File: src/rtl/ahb_picomem_responder.sv
// ahb_picomem_responder: AHB-Lite single-transfer slave bridged onto a PicoRV32 native memory port,
// with byte-lane steering, size/offset strobe generation and two-cycle ERROR on illegal transfers.
`default_nettype none

module ahb_picomem_responder #(
  parameter bit BIG_ENDIAN_AHB = 1'b1
) (
  input  logic        clk,
  input  logic        resetn,
  input  logic        hsel,
  input  logic [31:0] haddr,
  input  logic [1:0]  htrans,
  input  logic        hwrite,
  input  logic [2:0]  hsize,
  input  logic [3:0]  hprot,
  input  logic [31:0] hwdata,
  input  logic        hready,
  output logic        hreadyout,
  output logic        hresp,
  output logic [31:0] hrdata,
  output logic        mem_valid,
  output logic        mem_instr,
  input  logic        mem_ready,
  output logic [31:0] mem_addr,
  output logic [31:0] mem_wdata,
  output logic [3:0]  mem_wstrb,
  input  logic [31:0] mem_rdata
);

  typedef enum logic [1:0] {
    S_IDLE   = 2'd0,
    S_ACCESS = 2'd1,
    S_ERR1   = 2'd2,
    S_ERR2   = 2'd3
  } state_t;

  state_t      state_q, state_d;
  logic [31:0] addr_q;
  logic        write_q;
  logic [1:0]  size_q;
  logic        instr_q;
  logic [31:0] hrdata_q;

  logic        accept;
  logic        legal;
  logic [3:0]  strb;
  logic        unused_ok;

  // Full byte reversal is its own inverse, so one function serves both directions.
  function automatic logic [31:0] map_lanes(input logic [31:0] d);
    if (BIG_ENDIAN_AHB) map_lanes = {d[7:0], d[15:8], d[23:16], d[31:24]};
    else                map_lanes = d;
  endfunction

  assign unused_ok = ^{htrans[0], hprot[3:1]};

  always_comb begin
    legal = 1'b1;
    if (hsize > 3'd2)                             legal = 1'b0;
    else if (hsize == 3'd1 && haddr[0])           legal = 1'b0;
    else if (hsize == 3'd2 && haddr[1:0] != 2'b00) legal = 1'b0;
  end

  // ERR2 drives hreadyout=1, so it is a valid address-phase slot just like IDLE.
  assign accept = hsel && hready && htrans[1] && (state_q == S_IDLE || state_q == S_ERR2);

  always_comb begin
    state_d = state_q;
    case (state_q)
      S_IDLE, S_ERR2: begin
        if (accept) state_d = legal ? S_ACCESS : S_ERR1;
        else        state_d = S_IDLE;
      end
      S_ACCESS: if (mem_ready) state_d = S_IDLE;
      S_ERR1:   state_d = S_ERR2;
      default:  state_d = S_IDLE;
    endcase
  end

  always_ff @(posedge clk or negedge resetn) begin
    if (!resetn) begin
      state_q  <= S_IDLE;
      addr_q   <= 32'h0;
      write_q  <= 1'b0;
      size_q   <= 2'b00;
      instr_q  <= 1'b0;
      hrdata_q <= 32'h0;
    end else begin
      state_q <= state_d;
      if (accept) begin
        addr_q  <= haddr;
        write_q <= hwrite;
        size_q  <= hsize[1:0];
        instr_q <= ~hprot[0];
      end
      if (state_q == S_ACCESS && mem_ready && !write_q)
        hrdata_q <= map_lanes(mem_rdata);
    end
  end

  always_comb begin
    strb = 4'b0000;
    case (size_q)
      2'd0:    strb = 4'b0001 << addr_q[1:0];
      2'd1:    strb = addr_q[1] ? 4'b1100 : 4'b0011;
      default: strb = 4'b1111;
    endcase
  end

  assign hreadyout = (state_q == S_IDLE) || (state_q == S_ERR2);
  assign hresp     = (state_q == S_ERR1) || (state_q == S_ERR2);
  assign hrdata    = hrdata_q;
  assign mem_valid = (state_q == S_ACCESS);
  assign mem_instr = instr_q;
  assign mem_addr  = {addr_q[31:2], 2'b00};
  assign mem_wstrb = write_q ? strb : 4'b0000;
  // hwdata is held by the master while hreadyout=0, so no capture register is needed.
  assign mem_wdata = map_lanes(hwdata);

endmodule

`default_nettype wire

File: config.mk
export PLATFORM = sky130hd
export DESIGN_NAME = ahb_picomem_responder
export DESIGN_NICKNAME = d
export VERILOG_FILES = /design/src/rtl/ahb_picomem_responder.sv
export SDC_FILE = /design/constraint.sdc
export NUM_CORES = 1
export LEC_CHECK = 0
export ABC_AREA = 1
export CORE_ASPECT_RATIO = 0.75
export CORE_MARGIN = 3
export CORE_UTILIZATION = 40
export DETAILED_ROUTE_END_ITERATION = 16
export GPL_TIMING_DRIVEN = 0
export PLACE_DENSITY = 0.86
export REMOVE_ABC_BUFFERS = 1
export SLEW_MARGIN = 20
export SYNTH_ARGS = -nofsm -noshare
export SYNTH_HDL_FRONTEND = slang
export SYNTH_SLANG_ARGS = --single-unit
File: constraint.sdc
create_clock -name clk -period 4.1 [get_ports clk]
set_clock_uncertainty 0.05 [all_clocks]
set_input_delay 0.615 -clock clk [delete_from_list [all_inputs] [get_ports clk]]
set_output_delay 0.615 -clock clk [all_outputs]
set_load 0.02 [all_outputs]
# == After elaboration in Yosys (flattened, before gate mapping) ==
# Index checks and enable logic that the tools add are counted.
# totals
latchBits,0
inputBits,111
rom_bits,0
out_inout_bits,104
n_memories,0
ff_bits,70
ram_bits,0
# classes
reduce_logical,14
n_shift,1
muxes,10
add_sub_neg,0
n_eq_ne,7
n_bitwise,1
mul,0
div,0
order_cmp,1
# op_table
op,n
$mux W4,2
$pmux W4 S2,1
$logic_and A1 B1 Y1,7
$mux W2,3
$pmux W2 S3,1
$eq A2 B1 Y1 const B,2
$eq A2 B2 Y1 const B,2
$logic_not A2 Y1,2
$shl A1 B2 Y4 const A,1
$eq A3 B1 Y1 const B,1
$eq A3 B2 Y1 const B,1
$gt A3 B2 Y1 const B,1
$mux W1,3
$logic_or A1 B1 Y1,2
$ne A2 B1 Y1 const B,1
$reduce_bool A2 Y1,1
$reduce_or A2 Y1,1
$logic_not A1 Y1,1
$not A1 Y1,1

# == Depth between registers and ports, before layout ==
# Gate-level depths: netlist of run 1.
# logic_depth
depth_word,8
mapped_depth,7
ltp_nobuf,7

# == Least setup slack after synthesis of run 1 ==
# OpenSTA, ideal clock, no wires.
# synth_timing
kind,reg2out
start,reg state_q[0]
end,out hresp
setup_slack_ns,2.487
stages_incl_launch_ff,4
n_path_buf,0
arrival_ns,0.948
cell_sequence,dfrtp_1 > inv_1 > ha_1 > or2_2
# synth_via
elab_chain_len,2
elab_cells_between_ends,3
cone_classes,2 x eq/ne; 1 x reduce/logical
# synth_rtl
element,line_no,source
from (decl),37,"state_t state_q, state_d;"
from (signal assigned),89,state_q <= state_d;
$eq A2 B2 Y1,111,assign hresp = (state_q == S_ERR1) || (state_q == S_ERR2);
$logic_or A1 B1 Y1 *,111,
to (decl),19,"output logic hresp,"
# Every way passes the cells marked *; elsewhere a longest branch is shown, timed or not.

# == Worst setup path in the final report of run 1 ==
# layout_timing
start,in htrans[1]
end,reg state_q[0]
# layout_via
elab_chain_len,4
# layout_rtl
element,line_no,source
from (decl),12,"input logic [1:0] htrans,"
$logic_and A1 B1 Y1 (2 in a row),65,assign accept = hsel && hready && htrans[1] && (state_q == S_IDLE || state_q == S_ERR2);
$mux W2,71,if (accept) state_d = legal ? S_ACCESS : S_ERR1;
$pmux W2 S3,69,case (state_q)
# Every way passes these cells.
# A chain may end at the register's enable or synchronous reset.

==> impl_metrics.toml, run 1 <==
[power]
p_per_area_nw_per_um2 = 797
p_comb_share_pct = 45.8
seq_power_share_pct = 31.1
p_int_uw = 2530
clockPowerShare_pct = 23.1
switchingPower_uw = 1310
vdd_drop_max_mv = 0.355
leakage_uw = 0.00227
swShare_pct = 34.2

[sta]
timing_hold_violations_final = 0
setup_tns_ns = 0
slew_violations = 0
period_share_pct = 64.3
max_slew_margin_pct = 37.0
worst_hold_slack_ns = 0.168
worst_pin_slew_ns = 0.944
timing.fmax_ghz = 0.379
rsz0062_at_grt = "false"
setup_violations = 0
fin_crit_ns = 2.64

[drt]
routedWlPerCell_um = 18.2
vias_per_cell = 4.76
antenna_left = 0
drt_iter0_markers = 92
vias = 2446
firstDrtPassIters = 4
drc = 0
drt-total-wl_um = 9350

[critical_path]
r2r-end = "state_q[0]"
ff2ff_setup_slack_ns = 1.60
worstPathArrival_ns = 2.83
crit_type = "in -> reg"
end_kind = "flip-flop"
startpoint_type = "primary input"
worstReg2RegStart = "state_q[0]"
cp.required_ns = 4.30
reg2reg_depth = 6
crit_fanout = 44

[placed_design]
dp_hpwl_um = 7020
place_congestion = 0.768
port_buffers = 144
place_area_um2 = 4470
dp_cells = 498

[finish]
finalNetCount = 518
area_growth_pct = 40.1
postLayoutCellArea_um2 = 4820
final_util_pct = 59.3
fillers = 685
diodes = 0
final_common_cell = "clkdlybuf4s50_1"
final_cells = 514
mostFrequentLayoutCells = "143 x clkdlybuf4s50_1, 75 x nand2_1, 70 x dfrtp_1, 37 x o21ai_0, 30 x mux2_4"
drive_gt1_share_pct = 13.4

[synth]
syn_avg_cell_area_um2 = 10.6
postSynthRegisterBits = 70
synth_cell_types = 18
yosys_warnings = 0
yosys.area.top_type_share_pct = 50.9
yosysTopAreaCell = "dfrtp_1"
synth_area_um2 = 3440
synth_area_leaders = "dfrtp_1 51%, buf_4 15%, mux2_4 13%"
yosysSeqAreaShare_pct = 50.9
synth_cells = 324

[floorplan]
ioPinCount = 215
die_x_um = 113
num_rows = 28
die_h_um = 86.4
core_area_um2 = 8130
dieArea_um2 = 9770
start_util_pct = 42.4

[clock_network]
cts.path.max_buffers = 2
post_cts_buffers = 0
cts-htree-levels = 3
clk_latency_ns = 0.32
clk_pin_slew_ns = 0.06
ctsResizeCount = 0
cts_tree = "yes"
clock-sinks = 70
ctsHoldBuffers = 0
cts_buffers = 9
cts_root_buffer = "clkbuf_16"

[worst_hold_path]
min_path_type = "in -> async"

[global_routing]
grt_pass1_vias = 2572
grtUsageTotal_pct = 19.3
grt_start_max_net_pins = 45
grt_pass1_wl_um = 14400
grt_overflow_total = 0
antenna_found_initial = 0

[run]
maxCapViolations = 0

[status]
status = "finished clean"
==> worst max-delay path by stage <==
stage	from	end	cells after the start
floorplan	htrans[1]	state_q[0]	4
global placement	resetn	addr_q[1]	1
detailed placement	htrans[1]	state_q[0]	5
CTS	htrans[1]	state_q[0]	5
global route	hsel	state_q[0]	5
finish	htrans[1]	state_q[0]	5
==> critical path, stage by stage <==
cell and delay, ns:
clkdlybuf4s50_1 0.47, nand3_2 0.45, nor2_4 0.92, nand3_1 0.18
a21oi_1 0.17
==> through the flow <==
stage          setup slack, ns  power [uW]
2_1_floorplan             1.97        2080
4_1_cts                   1.01        3890
5_1_grt                   1.22        4060
6_report                  1.46        3840
3_5_place_dp             0.670        2980
3_3_place_gp            0.0121        2930
==> registers in the layout, summed over array words and instances (netlist names) <==
register and cells:
hrdata 32, state_q 2, mem_instr 1, write_q 1, addr_q 32, size_q 2
==> metal layers <==
layer | vias up | routed length [um] | global-route usage [%]
li1 | 1134 | - | -
met1 | 1150 | 3940 | 23.9
met2 | 148 | 3970 | 27.4
met3 | 12 | 1330 | 13.1
met4 | 2 | 74 | 4.26
met5 | - | 41 | 4.10
==> cell usage after synthesis <==
cell type / count
nand2_1: 75
dfrtp_1: 70
buf_4: 68
o21ai_0: 37
mux2_4: 30
inv_1: 12
a21oi_1: 7
clkbuf_1: 6
nor2_1: 4
buf_6: 3
ha_1: 3
mux2_2: 2
nand3_1: 2
conb_1: 1
inv_2: 1
nand3_4: 1
nor2_4: 1
or2_2: 1
==> cell type report <==
class	count	area [um2]	area share [%]
clock buffer	10	239	4.95
clock inverter	6	109	2.26
tap	105	131	2.72
sequential	70	1750	36.3
multi-input combinational	165	1080	22.5
inverter	13	48.8	1.01
timing repair buffer	145	1460	30.2
==> power groups by stage <==
stage          clock (uW)  combinational [uW]  sequential (uW)
2_1_floorplan           0                 523             1550
3_3_place_gp            0                1740             1180
3_5_place_dp            0                1780             1200
4_1_cts               913                1780             1200
5_1_grt               947                1870             1240
6_report              890                1760             1200
==> cells by family (layout without fill, tap and decap cells) <==
kind of cell    count (synthesis)  after routing  share of synthesized area [%]
compound gates                 44             44                           6.40
fa+ha+maj                       3              3                           1.09
buf+inv                        90            174                           17.9
flops                          70             70                           50.9
mux                            32             32                           13.7
other cells                     1              2                          0.109
simple gates                   84             84                           9.92
Power figures use the tool's default switching activity.
==> run 2, diff against run 1 <==
CORE_UTILIZATION = 37   (was 40)
PLACE_DENSITY = 0.81   (was 0.86)
clock period = 2.7 ns   (was 4.1 ns; I/O delays follow)
==> run 2 against run 1 <==
  * Critical path type is now reg -> out
  * Clock-buffer cell count stayed put
  * Die area increased by 7.6%
  * Combinational power rose by 54%
  * Sequential power up 51%
  * Critical endpoint is now hresp
  * Worst hold slack improved by 0.28 ns
  * Register-to-register slack got worse by 1.2 ns
==> impl_metrics.toml, run 2 (synthesis gave the netlist of run 1 again) <==
[critical_path]
crit_start = "state_q[0]"
end_kind = "output pin"
worstSetupEndpoint = "hresp"
crit_path_cell_trace = "inv_1, ha_1, or2_2, clkdlybuf4s50_1"
ff2ff_setup_slack_ns = 0.43
crit_cells = 4
reg2reg_depth = 6
max_stage_delay_ns = 0.55
cp.required_ns = 2.25
cp.buffers_inverters = 2
crit_slowest_cell = "clkdlybuf4s50_1"
startpoint_type = "flip-flop"
crit_type = "reg -> out"
crit_fanout = 4
worstPathArrival_ns = 1.85
worstReg2RegStart = "state_q[0]"
path_delay_family = "buffers and inverters"
r2r-end = "state_q[0]"

[sta]
timing_hold_violations_final = 0
slew_violations = 0
worst_slack_ns = 0.392
setup_violations = 0
period_share_pct = 85.5
worst_pin_slew_ns = 1.01
max_slew_margin_pct = 32.8
fin_crit_ns = 2.31
timing.fmax_ghz = 0.433
rsz0062_at_grt = "false"

[worst_hold_path]
min_path_type = "reg -> reg"
hold-path-cell-count = 2

[placed_design]
port_buffers = 144
place_ws_ns = -0.575
place_congestion = 0.779
dp_hpwl_um = 7110
dp_cells = 517
place_area_um2 = 4500

[global_routing]
antenna_found_initial = 0
grt_start_max_net_pins = 44
grt_pass1_vias = 2576
grt_overflow_total = 0
grt_pass1_wl_um = 15000
gr-usage-met2_pct = 26.8
grtUsageTotal_pct = 19.1
top_usage_layer = "met2"
gr-usage-met1_pct = 24.1
met3_usage_pct = 11.8

[floorplan]
die_h_um = 89.5
core_area_um2 = 8740
die_x_um = 117
num_rows = 29
dieArea_um2 = 10500
ioPinCount = 215
start_util_pct = 39.4

[finish]
final_common_cell = "clkdlybuf4s50_1"
diodes = 0
mostFrequentLayoutCells = "143 x clkdlybuf4s50_1, 75 x nand2_1, 70 x dfrtp_1, 37 x o21ai_0, 30 x mux2_4"
seq_area_um2 = 1750
fillers = 738
final_util_pct = 55.8
drive_gt1_share_pct = 13.6
final_cells = 535
area_growth_pct = 41.6
postLayoutCellArea_um2 = 4880
finalNetCount = 520
multi_input_area_um2 = 1100

[drt]
drt-total-wl_um = 9910
routedWlPerCell_um = 18.5
antenna_left = 0
drt_iter0_markers = 154
vias = 2484
firstDrtPassIters = 4
drc = 0
vias_per_cell = 4.64

[power]
leakage_uw = 0.00228
vdd_drop_max_mv = 0.712
p_per_area_nw_per_um2 = 1210

[clock_network]
cts_buffers = 9
cts-htree-levels = 3
post_cts_buffers = 0
cts_tree = "yes"
cts.path.max_buffers = 2
clk_latency_ns = 0.33
clk_pin_slew_ns = 0.05
clock-sinks = 70
cts_root_buffer = "clkbuf_16"

[status]
status = "finished clean"

[run]
maxCapViolations = 0
run 2: cell types whose count changed in the layout (fill, tap and decap cells not counted), sizes merged:
| cell | delta |
|---|---|
| dlygate4sd3 | +1 |
| nor2 | +1 |
run 2: worst reg2reg max path, stage by stage (launching register included):
cell	delay (ns)
dfrtp_1	0.40
inv_1	0.06
ha_1	0.31
inv_1	0.42
nor2_4	0.64
nand3_1	0.16
a21oi_1	0.15
run 2: final cells by class:
| class | instances | area share, % |
|---|---|---|
| clock buffers | 10 | 4.90 |
| multi-input cells | 166 | 22.5 |
| inverters | 13 | 1.00 |
| repair buffers | 146 | 30.3 |
| flip-flops and latches | 70 | 35.9 |
| clock inverters | 6 | 2.23 |
| well taps | 124 | 3.18 |
run 2: power by group:
part	total, uW	leakage, uW	switching (uW)	internal (uW)
Combinational	2710	0.00123	1340	1380
Sequential	1810	0.000880	264	1540
Clock	1370	0.000172	441	925
run 2: worst min-delay path by stage:
| stage | startpoint | to | slack [ns] |
|---|---|---|---|
| floorplan | resetn | addr_q[0] | 0.06 |
| global placement | addr_q[29] | addr_q[29] | 0.43 |
| detailed placement | resetn | hrdata[27] | 0.30 |
| CTS | addr_q[10] | addr_q[10] | 0.45 |
| global route | hrdata[6] | hrdata[6] | 0.47 |
| finish | addr_q[10] | addr_q[10] | 0.44 |
run 2: routing by layer:
metal	wire length (um)	part of all wire, %
met1	4300	43
met3	1210	12
met2	4220	43
met5	66	0.67
met4	112	1.1
run 2: through the flow:
step	total power, uW	hold slack, ns	TNS (ns)
finish	5890	0.444	0
global route	6200	0.472	0
CTS	5960	0.450	0
detailed placement	4540	0.304	-17.73
global placement	4450	0.427	-99.86
floorplan	3150	0.0594	0
run 2: what timing repair did:
action / in CTS / in global routing
hold buffers: 1 / 0
hold endpoints to repair: 27 / 0
gates resized for setup: 1 / 0
setup endpoints to repair: 38 / 0
